## src/rtl/minmax_pkg.sv

```systemverilog
// Shared definitions for the min/max zero-sequence injection controller:
// FSM encoding, int16 limits, adder width and a saturation helper.
package minmax_pkg;

    // Width of the shared adder: one guard bit above int16.
    localparam int SUM_W = 17;

    localparam logic signed [15:0] INT16_MAX = 16'sh7FFF;
    localparam logic signed [15:0] INT16_MIN = 16'sh8000;

    // FSM state encoding (plain constants so older tools can consume them).
    localparam logic [2:0] S_IDLE  = 3'd0;
    localparam logic [2:0] S_CMP1  = 3'd1;
    localparam logic [2:0] S_CMP2  = 3'd2;
    localparam logic [2:0] S_OFFS  = 3'd3;
    localparam logic [2:0] S_ADD_A = 3'd4;
    localparam logic [2:0] S_ADD_B = 3'd5;
    localparam logic [2:0] S_ADD_C = 3'd6;
    localparam logic [2:0] S_DONE  = 3'd7;

    // Clamp a 17-bit signed value into the int16 range.
    function automatic logic signed [15:0] sat16(input logic signed [SUM_W-1:0] x);
        logic signed [SUM_W-1:0] hi;
        logic signed [SUM_W-1:0] lo;
        hi = {INT16_MAX[15], INT16_MAX};
        lo = {INT16_MIN[15], INT16_MIN};
        if (x > hi) begin
            sat16 = INT16_MAX;
        end else if (x < lo) begin
            sat16 = INT16_MIN;
        end else begin
            sat16 = x[15:0];
        end
    endfunction

endpackage

```

## src/rtl/minmax_cmp2.sv

```systemverilog
// Shared combinational max/min compare. The max lane keeps a_max unless b
// is strictly larger; the min lane keeps a_min unless b is strictly smaller,
// so on a tie the first operand always wins. Feeding a_max = a_min gives a
// plain two-input max/min; feeding a running max/min folds in one new value.
module minmax_cmp2
    import minmax_pkg::*;
(
    input  logic signed [15:0] a_max,
    input  logic signed [15:0] a_min,
    input  logic signed [15:0] b,
    output logic signed [15:0] max_o,
    output logic signed [15:0] min_o
);

    // Pure selection, no state.
    always_comb begin
        max_o = (a_max >= b) ? a_max : b;
        min_o = (a_min <= b) ? a_min : b;
    end

endmodule

```

## src/rtl/minmax_seq_ctrl.sv

```systemverilog
// Sequential SVPWM min/max zero-sequence injector. One compare unit and one
// 17-bit adder are time-shared across an 8-state FSM:
// IDLE -> CMP1 -> CMP2 -> OFFS -> ADD_A -> ADD_B -> ADD_C -> DONE -> IDLE.
module minmax_seq_ctrl
    import minmax_pkg::*;
#(
    parameter int SAT_EN = 1
) (
    input  logic               clk,
    input  logic               reset,
    input  logic signed [15:0] va,
    input  logic signed [15:0] vb,
    input  logic signed [15:0] vc,
    input  logic               in_valid,
    output logic               in_ready,
    output logic signed [15:0] ma,
    output logic signed [15:0] mb,
    output logic signed [15:0] mc,
    output logic signed [15:0] vmax,
    output logic signed [15:0] vmin,
    output logic               out_valid,
    input  logic               out_ready,
    output logic               busy
);

    logic [2:0]         state_q, state_d;
    logic signed [15:0] va_q, vb_q, vc_q;
    logic signed [15:0] max_q, min_q;
    logic signed [15:0] vmax_q, vmin_q;
    logic signed [15:0] offset_q;
    logic signed [15:0] ma_q, mb_q, mc_q;

    logic signed [15:0]      cmp_a_max, cmp_a_min, cmp_b;
    logic signed [15:0]      cmp_max, cmp_min;
    logic signed [SUM_W-1:0] add_a, add_b, add_sum;
    logic signed [SUM_W-1:0] half_sum, neg_half;
    logic signed [15:0]      offset_d;
    logic signed [15:0]      add_res;

    // Compare operand routing: va/vb in CMP1, running max/min against vc in CMP2.
    always_comb begin
        cmp_a_max = va_q;
        cmp_a_min = va_q;
        cmp_b     = vb_q;
        if (state_q == S_CMP2) begin
            cmp_a_max = max_q;
            cmp_a_min = min_q;
            cmp_b     = vc_q;
        end
    end

    minmax_cmp2 u_cmp (
        .a_max (cmp_a_max),
        .a_min (cmp_a_min),
        .b     (cmp_b),
        .max_o (cmp_max),
        .min_o (cmp_min)
    );

    // Adder operand routing: vmax+vmin in OFFS, phase+offset in the ADD states.
    always_comb begin
        add_a = '0;
        add_b = '0;
        case (state_q)
            S_OFFS: begin
                add_a = {vmax_q[15], vmax_q};
                add_b = {vmin_q[15], vmin_q};
            end
            S_ADD_A: begin
                add_a = {va_q[15], va_q};
                add_b = {offset_q[15], offset_q};
            end
            S_ADD_B: begin
                add_a = {vb_q[15], vb_q};
                add_b = {offset_q[15], offset_q};
            end
            S_ADD_C: begin
                add_a = {vc_q[15], vc_q};
                add_b = {offset_q[15], offset_q};
            end
            default: begin
                add_a = '0;
                add_b = '0;
            end
        endcase
        add_sum = add_a + add_b;
    end

    // Offset = -floor(sum/2); only +32768 can overflow int16, so it alone is clamped.
    always_comb begin
        half_sum = add_sum >>> 1;
        neg_half = -half_sum;
        if (neg_half > $signed({1'b0, INT16_MAX})) begin
            offset_d = INT16_MAX;
        end else begin
            offset_d = neg_half[15:0];
        end
    end

    // Phase result narrowing: saturate or wrap depending on SAT_EN.
    generate
        if (SAT_EN != 0) begin : g_sat
            always_comb add_res = sat16(add_sum);
        end else begin : g_wrap
            always_comb add_res = add_sum[15:0];
        end
    endgenerate

    // Next-state logic; DONE waits for the consumer and never accepts input.
    always_comb begin
        state_d = state_q;
        case (state_q)
            S_IDLE:  if (in_valid) state_d = S_CMP1;
            S_CMP1:  state_d = S_CMP2;
            S_CMP2:  state_d = S_OFFS;
            S_OFFS:  state_d = S_ADD_A;
            S_ADD_A: state_d = S_ADD_B;
            S_ADD_B: state_d = S_ADD_C;
            S_ADD_C: state_d = S_DONE;
            S_DONE:  if (out_ready) state_d = S_IDLE;
            default: state_d = S_IDLE;
        endcase
    end

    // State and datapath registers; reset wins over every handshake.
    always_ff @(posedge clk) begin
        if (reset) begin
            state_q  <= S_IDLE;
            va_q     <= '0;
            vb_q     <= '0;
            vc_q     <= '0;
            max_q    <= '0;
            min_q    <= '0;
            vmax_q   <= '0;
            vmin_q   <= '0;
            offset_q <= '0;
            ma_q     <= '0;
            mb_q     <= '0;
            mc_q     <= '0;
        end else begin
            state_q <= state_d;
            case (state_q)
                S_IDLE: begin
                    if (in_valid) begin
                        va_q <= va;
                        vb_q <= vb;
                        vc_q <= vc;
                    end
                end
                S_CMP1: begin
                    max_q <= cmp_max;
                    min_q <= cmp_min;
                end
                S_CMP2: begin
                    vmax_q <= cmp_max;
                    vmin_q <= cmp_min;
                end
                S_OFFS:  offset_q <= offset_d;
                S_ADD_A: ma_q <= add_res;
                S_ADD_B: mb_q <= add_res;
                S_ADD_C: mc_q <= add_res;
                default: ;
            endcase
        end
    end

    assign in_ready  = (state_q == S_IDLE);
    assign out_valid = (state_q == S_DONE);
    assign busy      = (state_q != S_IDLE);
    assign ma        = ma_q;
    assign mb        = mb_q;
    assign mc        = mc_q;
    assign vmax      = vmax_q;
    assign vmin      = vmin_q;

endmodule

```

## config.mk

```make
export PLATFORM = sky130hd
export DESIGN_NAME = minmax_seq_ctrl
export DESIGN_NICKNAME = d
export VERILOG_FILES = /design/src/rtl/minmax_pkg.sv /design/src/rtl/minmax_cmp2.sv /design/src/rtl/minmax_seq_ctrl.sv
export SDC_FILE = /design/constraint.sdc
export NUM_CORES = 1
export LEC_CHECK = 0
export CORE_MARGIN = 1
export CORE_UTILIZATION = 45
export DETAILED_ROUTE_END_ITERATION = 8
export PLACE_DENSITY = 0.79
export SLEW_MARGIN = 20
export SYNTH_ARGS = -nofsm -noshare
export SYNTH_HDL_FRONTEND = slang
export SYNTH_SLANG_ARGS = --single-unit
```

## constraint.sdc

```tcl
create_clock -name clk -period 5.8 [get_ports clk]
set_input_delay 0.58 -clock clk [delete_from_list [all_inputs] [get_ports clk]]
set_output_delay 0.58 -clock clk [all_outputs]
set_load 0.005 [all_outputs]
```

# Word-level counts from Yosys, hierarchy flattened
# Index checks and enable logic that the tools add are counted.
word_totals:
  regBits: 179
  latchBits: 0
  ram_bits: 0
  romBits: 0
  input_bits: 52
  output_inout_bits: 83
  word_cells: 46
  mem_count: 0
classes:
  n_addsub: 2
  n_mul: 0
  div_mod_pow: 0
  order_cmp: 5
  eq_ne: 9
  shifts: 0
  mux: 13
  n_bitwise: 0
  reduce_logical: 5
ops:
  columns: ["op", "n"]
  rows:
  - ["16-bit 2-to-1 mux", 8]
  - ["17-bit case mux with 4 select lines", 1]
  - ["17-bit by 16-bit > comparator with 1-bit output (second input constant)", 2]
  - ["17-bit case mux with 2 select lines", 1]
  - ["3-bit case mux with 8 select lines", 1]
  - ["17-bit adder", 1]
  - ["17-bit by 16-bit less-than comparator with 1-bit output (second input constant)", 1]
  - ["16-bit negation with 17-bit output", 1]
  - ["16-bit greater-or-equal comparator", 1]
  - ["16-bit less-or-equal comparator", 1]
  - ["3-bit == test (second input constant)", 4]
  - ["3-bit by 2-bit == test with 1-bit output (second input constant)", 2]
  - ["3-bit 2-to-1 mux", 2]
  - ["2-bit AND reduction", 2]
  - ["3-bit by 1-bit == test with 1-bit output (second input constant)", 1]
  - ["3-bit logical NOT", 1]
  - ["3-bit nonzero test", 1]
  - ["3-bit OR reduction", 1]
  - ["2-bit by 1-bit != test with 1-bit output (second input constant)", 1]
  - ["2-bit != test (second input constant)", 1]

# Longest topological paths before layout
depth:
  ltp_word: 7
  mapped_depth: 20
  ltp_nobuf: 17

# By module
# From an unflattened synthesis, not the netlist that was laid out.
hier_totals:
  cells_unflattened: 1335
  area_unflattened_um2: 10172.3
modules_own_cells:
  columns: ["mod", "n_inst", "cells_per_inst", "area_per_inst_um2", "seq_area_each_um2"]
  rows:
  - ["minmax_seq_ctrl", 1, 1192, 8963.6, 3583.4]
  - ["minmax_cmp2", 1, 143, 1208.7, 0.0]

# Least setup slack after synthesis
# Ideal clock, no wire load.
synth_timing:
  kind: "reg-to-reg"
  from: "reg state_q[1]"
  to: "reg offset_q[10]"
  setup_time_ns: 0.148
  t_arrival_ns: 4.209
  required_time_ns: 5.652
  setup_slack_ns: 1.444
  path_stages_with_launch: 16
  n_path_buf: 3
  period_less_slack_ns: 4.356
  path_cell_list: "dfxtp_1 clkbuf_1 buf_1 mux2i_1 o21ai_0 fa_1 a211oi_1 nor2_1 xnor2_1 nand2_2 or4_4 a311oi_1 o21bai_2 o211ai_4 buf_6 a31oi_2"
synth_between:
  elab_chain_cells: 7
  word_cells_on_any_way: 11
  classes_between: "add/sub: 2; order compare: 1; eq/ne: 4; mux: 3; reduce/logical: 1"
synth_rtl:
  columns: ["item", "line", "source"]
  rows:
  - ["start: declaration", "minmax_seq_ctrl.sv:26", "logic [2:0] state_q, state_d;"]
  - ["start signal: assignment", "minmax_seq_ctrl.sv:141", "state_q <= state_d;"]
  - ["3-bit == test", "minmax_seq_ctrl.sv:64", "case (state_q)"]
  - ["3-bit OR reduction (no line)", null, null]
  - ["17-bit case mux with 2 select lines", "minmax_seq_ctrl.sv:64", null]
  - ["17-bit adder", "minmax_seq_ctrl.sv:86", "add_sum = add_a + add_b;"]
  - ["16-bit negation with 17-bit output", "minmax_seq_ctrl.sv:92", "neg_half = -half_sum;"]
  - ["17-bit by 16-bit > comparator with 1-bit output", "minmax_seq_ctrl.sv:93", "if (neg_half > $signed({1'b0, INT16_MAX})) begin"]
  - ["16-bit 2-to-1 mux", "minmax_seq_ctrl.sv:93", null]
  - ["end signal: assignment", "minmax_seq_ctrl.sv:158", "S_OFFS: offset_q <= offset_d;"]
  - ["end: declaration", "minmax_seq_ctrl.sv:30", "logic signed [15:0] offset_q;"]
# Parallel ways exist; a longest one is shown, timed or not.
# A chain may end at the register's enable or synchronous reset.

# Final worst setup path
layout_timing:
  from: "reg state_q[1]"
  to: "reg offset_q[6]"
# Same word-level chain as after synthesis.

==> metrics.txt <==
first-pass GRT wire length 47,150 um; RSZ-0062 raised after global routing false; total number of vias just under 10,000; met2 wire len approximately 14,000 um; WL met1 between 10,000 and 15,000 um; Seq pwr share 39.4%; die height approximately 150 um; Seq cells post-synth around 180; # Max-Cap Violations 0; Pwr Density around 300 nW/um^2; sequential area share after synthesis between 30 and 40%; antenna cells 0; Crit Path Max Fanout 33; most frequent cells in the layout 286 x nand2_1, 179 x dfxtp_1, 133 x clkdlybuf4s50_1; Synth cell types 75; RePlAce Congestion between 0.9 and 1; XOR/XNOR Fraction of Synth Area under 10%; Tightest Pin Transition approximately 1.2 ns; syn_nets between 1,000 and 1,500; final setup TNS 0 ns; Critical Path RT roughly 6.1 ns; vias in the first global route roughly 8,900; post-DP HPWL about 22,000 um; Hold Vio Cnt, Final 0; I/O Buffers approximately 130; num ports roughly 140; Layout area overhead 21.35%; Pint roughly 2.4 mW; Max-slew headroom 22.07%; core area about 22,000 um^2; mean post-synth cell area ~8 um^2; fraction of layout cells with a size suffix above 1 approximately 9.1%; critical path endpoint category flip-flop; Adder-Cell Fraction of Synth Area 7.049%; cell count after synthesis between 1,000 and 1,500; Layout Skew ~0.012 ns; Simple-Gate Fraction of Synth Area 20.56%; clock root buffer clkbuf_16; final WL 30,070 um; # DRC 0; fmax 189.8 MHz; worst min path class flip-flop to flip-flop; Final setup viols 0; nets 1,436; DR WL/cell roughly 19 um; initial antenna violation count 0; top_reg_cell synth dfxtp_1; die area between 20,000 and 25,000 um^2; asr flop ratio synth 0%; switching portion of total power 34.35%; post-synthesis mux area share under 10%; Net Switching roughly 1.2 mW; Die X ~150 um; crit path time final around 5.3 ns; Pre-antenna DRT Iters 5; Critical Path AT 5.56 ns; R2R Setup Slk approximately 0.53 ns; H-tree levels 4; Starting DRT DRC Count 960; fillers approximately 2,000; Slew Limit Fails 0; number of gates resized after CTS 0; post-CTS setup buffer count 0; Max VDD drop 0.2066 mV; main combinational cell family by area after synthesis compound AO/OA/AOI/OAI gates; Comb power frac 28.7%; routed wl met3 around 2200 um; clock latency on the worst-skew pair 0.44 ns; fin crit share about nine tenths; Vias per Instance 5.926; Initial Util 45.90%; global route overflow 0; num rows 54; startpoint types flip-flop; Post-CTS Hold Buffers 0; maximum buffer depth of the clock tree 2; leak pwr 4.883 nW; GRT Overall Usage 26.49%; top sig layer met4; CTS buffer count 17; Clock Sinks roughly 180; number of enable flip-flop cells after synthesis 0; status completed; Mapped Area between 10,000 and 15,000 um^2; clock share of power 31.9%; compound-gate portion of the synthesized area roughly 24%; fin util a little under three fifths; commonest non-fill, non-tap cell in the layout nand2_1; CTS tree built; yosys warns 0; Routed Antenna Nets 0; Setup CP Type flip-flop to flip-flop; largest net degree at the start of global routing 83; Clock Pin Slew Worst Setup and Hold Paths 0.08 ns
==> per-layer routing <==
metal / GRT usage [%] / vias up
li1: - / 4615
met1: 36.00 / 4548
met2: 42.05 / 397
met3: 4.217 / 69
met4: 9.700 / 0
met5: 0 / -
==> cell type report <==
type | instances | area, um^2 | share of cell area [%]
inverters | 11 | 41.29 | 0.3387
well taps | 280 | 350.3 | 2.874
repair buffers | 156 | 1526 | 12.52
clock buffers | 17 | 425.4 | 3.489
multi-input cells | 967 | 6098 | 50.02
flip-flops and latches | 179 | 3583 | 29.39
clock inverters | 15 | 166.4 | 1.365
==> synth_stat cells (all sizes together), types with 5 or more instances <==
cell type | instances | share of area, %
or2 | 35 | 2.2
a32o | 45 | 4.5
o21ai | 96 | 4.8
mux2i | 62 | 6.2
o21a | 6 | 0.45
a22o | 13 | 1.1
nor2b | 9 | 0.56
nor2 | 35 | 1.3
a21oi | 119 | 6.0
nand4 | 8 | 0.50
and2 | 7 | 0.44
nand3 | 37 | 1.9
xor2 | 8 | 0.70
nor3 | 16 | 0.91
dfxtp | 179 | 36
a211oi | 13 | 1.0
clkbuf | 82 | 3.1
maj3 | 5 | 0.50
buf | 11 | 0.61
inv | 11 | 0.41
xnor2 | 17 | 1.6
nand2b | 10 | 0.62
a31oi | 14 | 1.5
a21o | 15 | 1.1
a22oi | 10 | 0.75
nand2 | 287 | 11
ha | 51 | 6.4
==> cell families after synthesis <==
family | count (synthesis)
AOI/OAI and AO/OA | 361
muxes | 62
buffers and inverters | 104
xor gates and xnor gates | 25
adders and majority gates | 57
DFF | 179
and+or+nand+nor | 462
==> critical path: stages, from the launching register on <==
cell and delay [ns]:
dfxtp_1 0.68, nand2_1 0.56, nor2_2 0.28, buf_4 0.38, a22oi_1 0.13, nand2_1 0.13, ha_1 0.33, a21o_1 0.25
a21o_1 0.19, a221oi_2 0.41, xnor2_1 0.36, or2_4 0.26, nor3_1 0.05, a311oi_1 0.34, o21bai_2 0.11, o211ai_4 0.49
a31oi_2 0.16
==> power by group through the flow <==
| stage | Clock [mW] | Sequential, mW | Combinational, mW |
|---|---|---|---|
| 2_1_floorplan | 0 | 1.40 | 0.732 |
| 3_3_place_gp | 0 | 1.44 | 0.992 |
| 3_5_place_dp | 0 | 1.44 | 1.02 |
| 4_1_cts | 1.16 | 1.41 | 1.03 |
| 5_1_grt | 1.22 | 1.43 | 1.13 |
| 6_report | 1.15 | 1.42 | 1.03 |
==> flip-flops by register name, summed over array words and instances (netlist names) <==
name,flops
vb_q,16
min_q,16
mc,16
ma,16
max_q,16
va_q,16
state_q,3
vmin,16
vmax,16
offset_q,16
mb,16
vc_q,16
==> path summary, 6_finish.rpt <==
path,start,to,cells past startpoint
setup reg to reg,state_q[1]$_SDFFE_PP0P_,offset_q[6]$_SDFFE_PP0N_,16
setup / recovery,state_q[1]$_SDFFE_PP0P_,offset_q[6]$_SDFFE_PP0N_,16
hold / removal,mc[8]$_SDFFE_PP0N_,mc[8]$_SDFFE_PP0N_,2
hold reg to reg,mc[8]$_SDFFE_PP0N_,mc[8]$_SDFFE_PP0N_,2
==> metrics by stage <==
stage	hold WS [ns]	instance area (um^2)	setup WS, ns	total power [mW]	std cells
finish	0.4577	12190	0.5320	3.604	1625
global route	0.4828	12190	0.1819	3.772	1625
CTS	0.4598	12190	0.6423	3.602	1625
detailed placement	0.4487	11600	0.6557	2.459	1593
global placement	0.4435	11600	0.8227	2.433	1593
floorplan	0.4322	10050	1.444	2.129	1250
No activity file was read; power rests on OpenSTA's default activity.
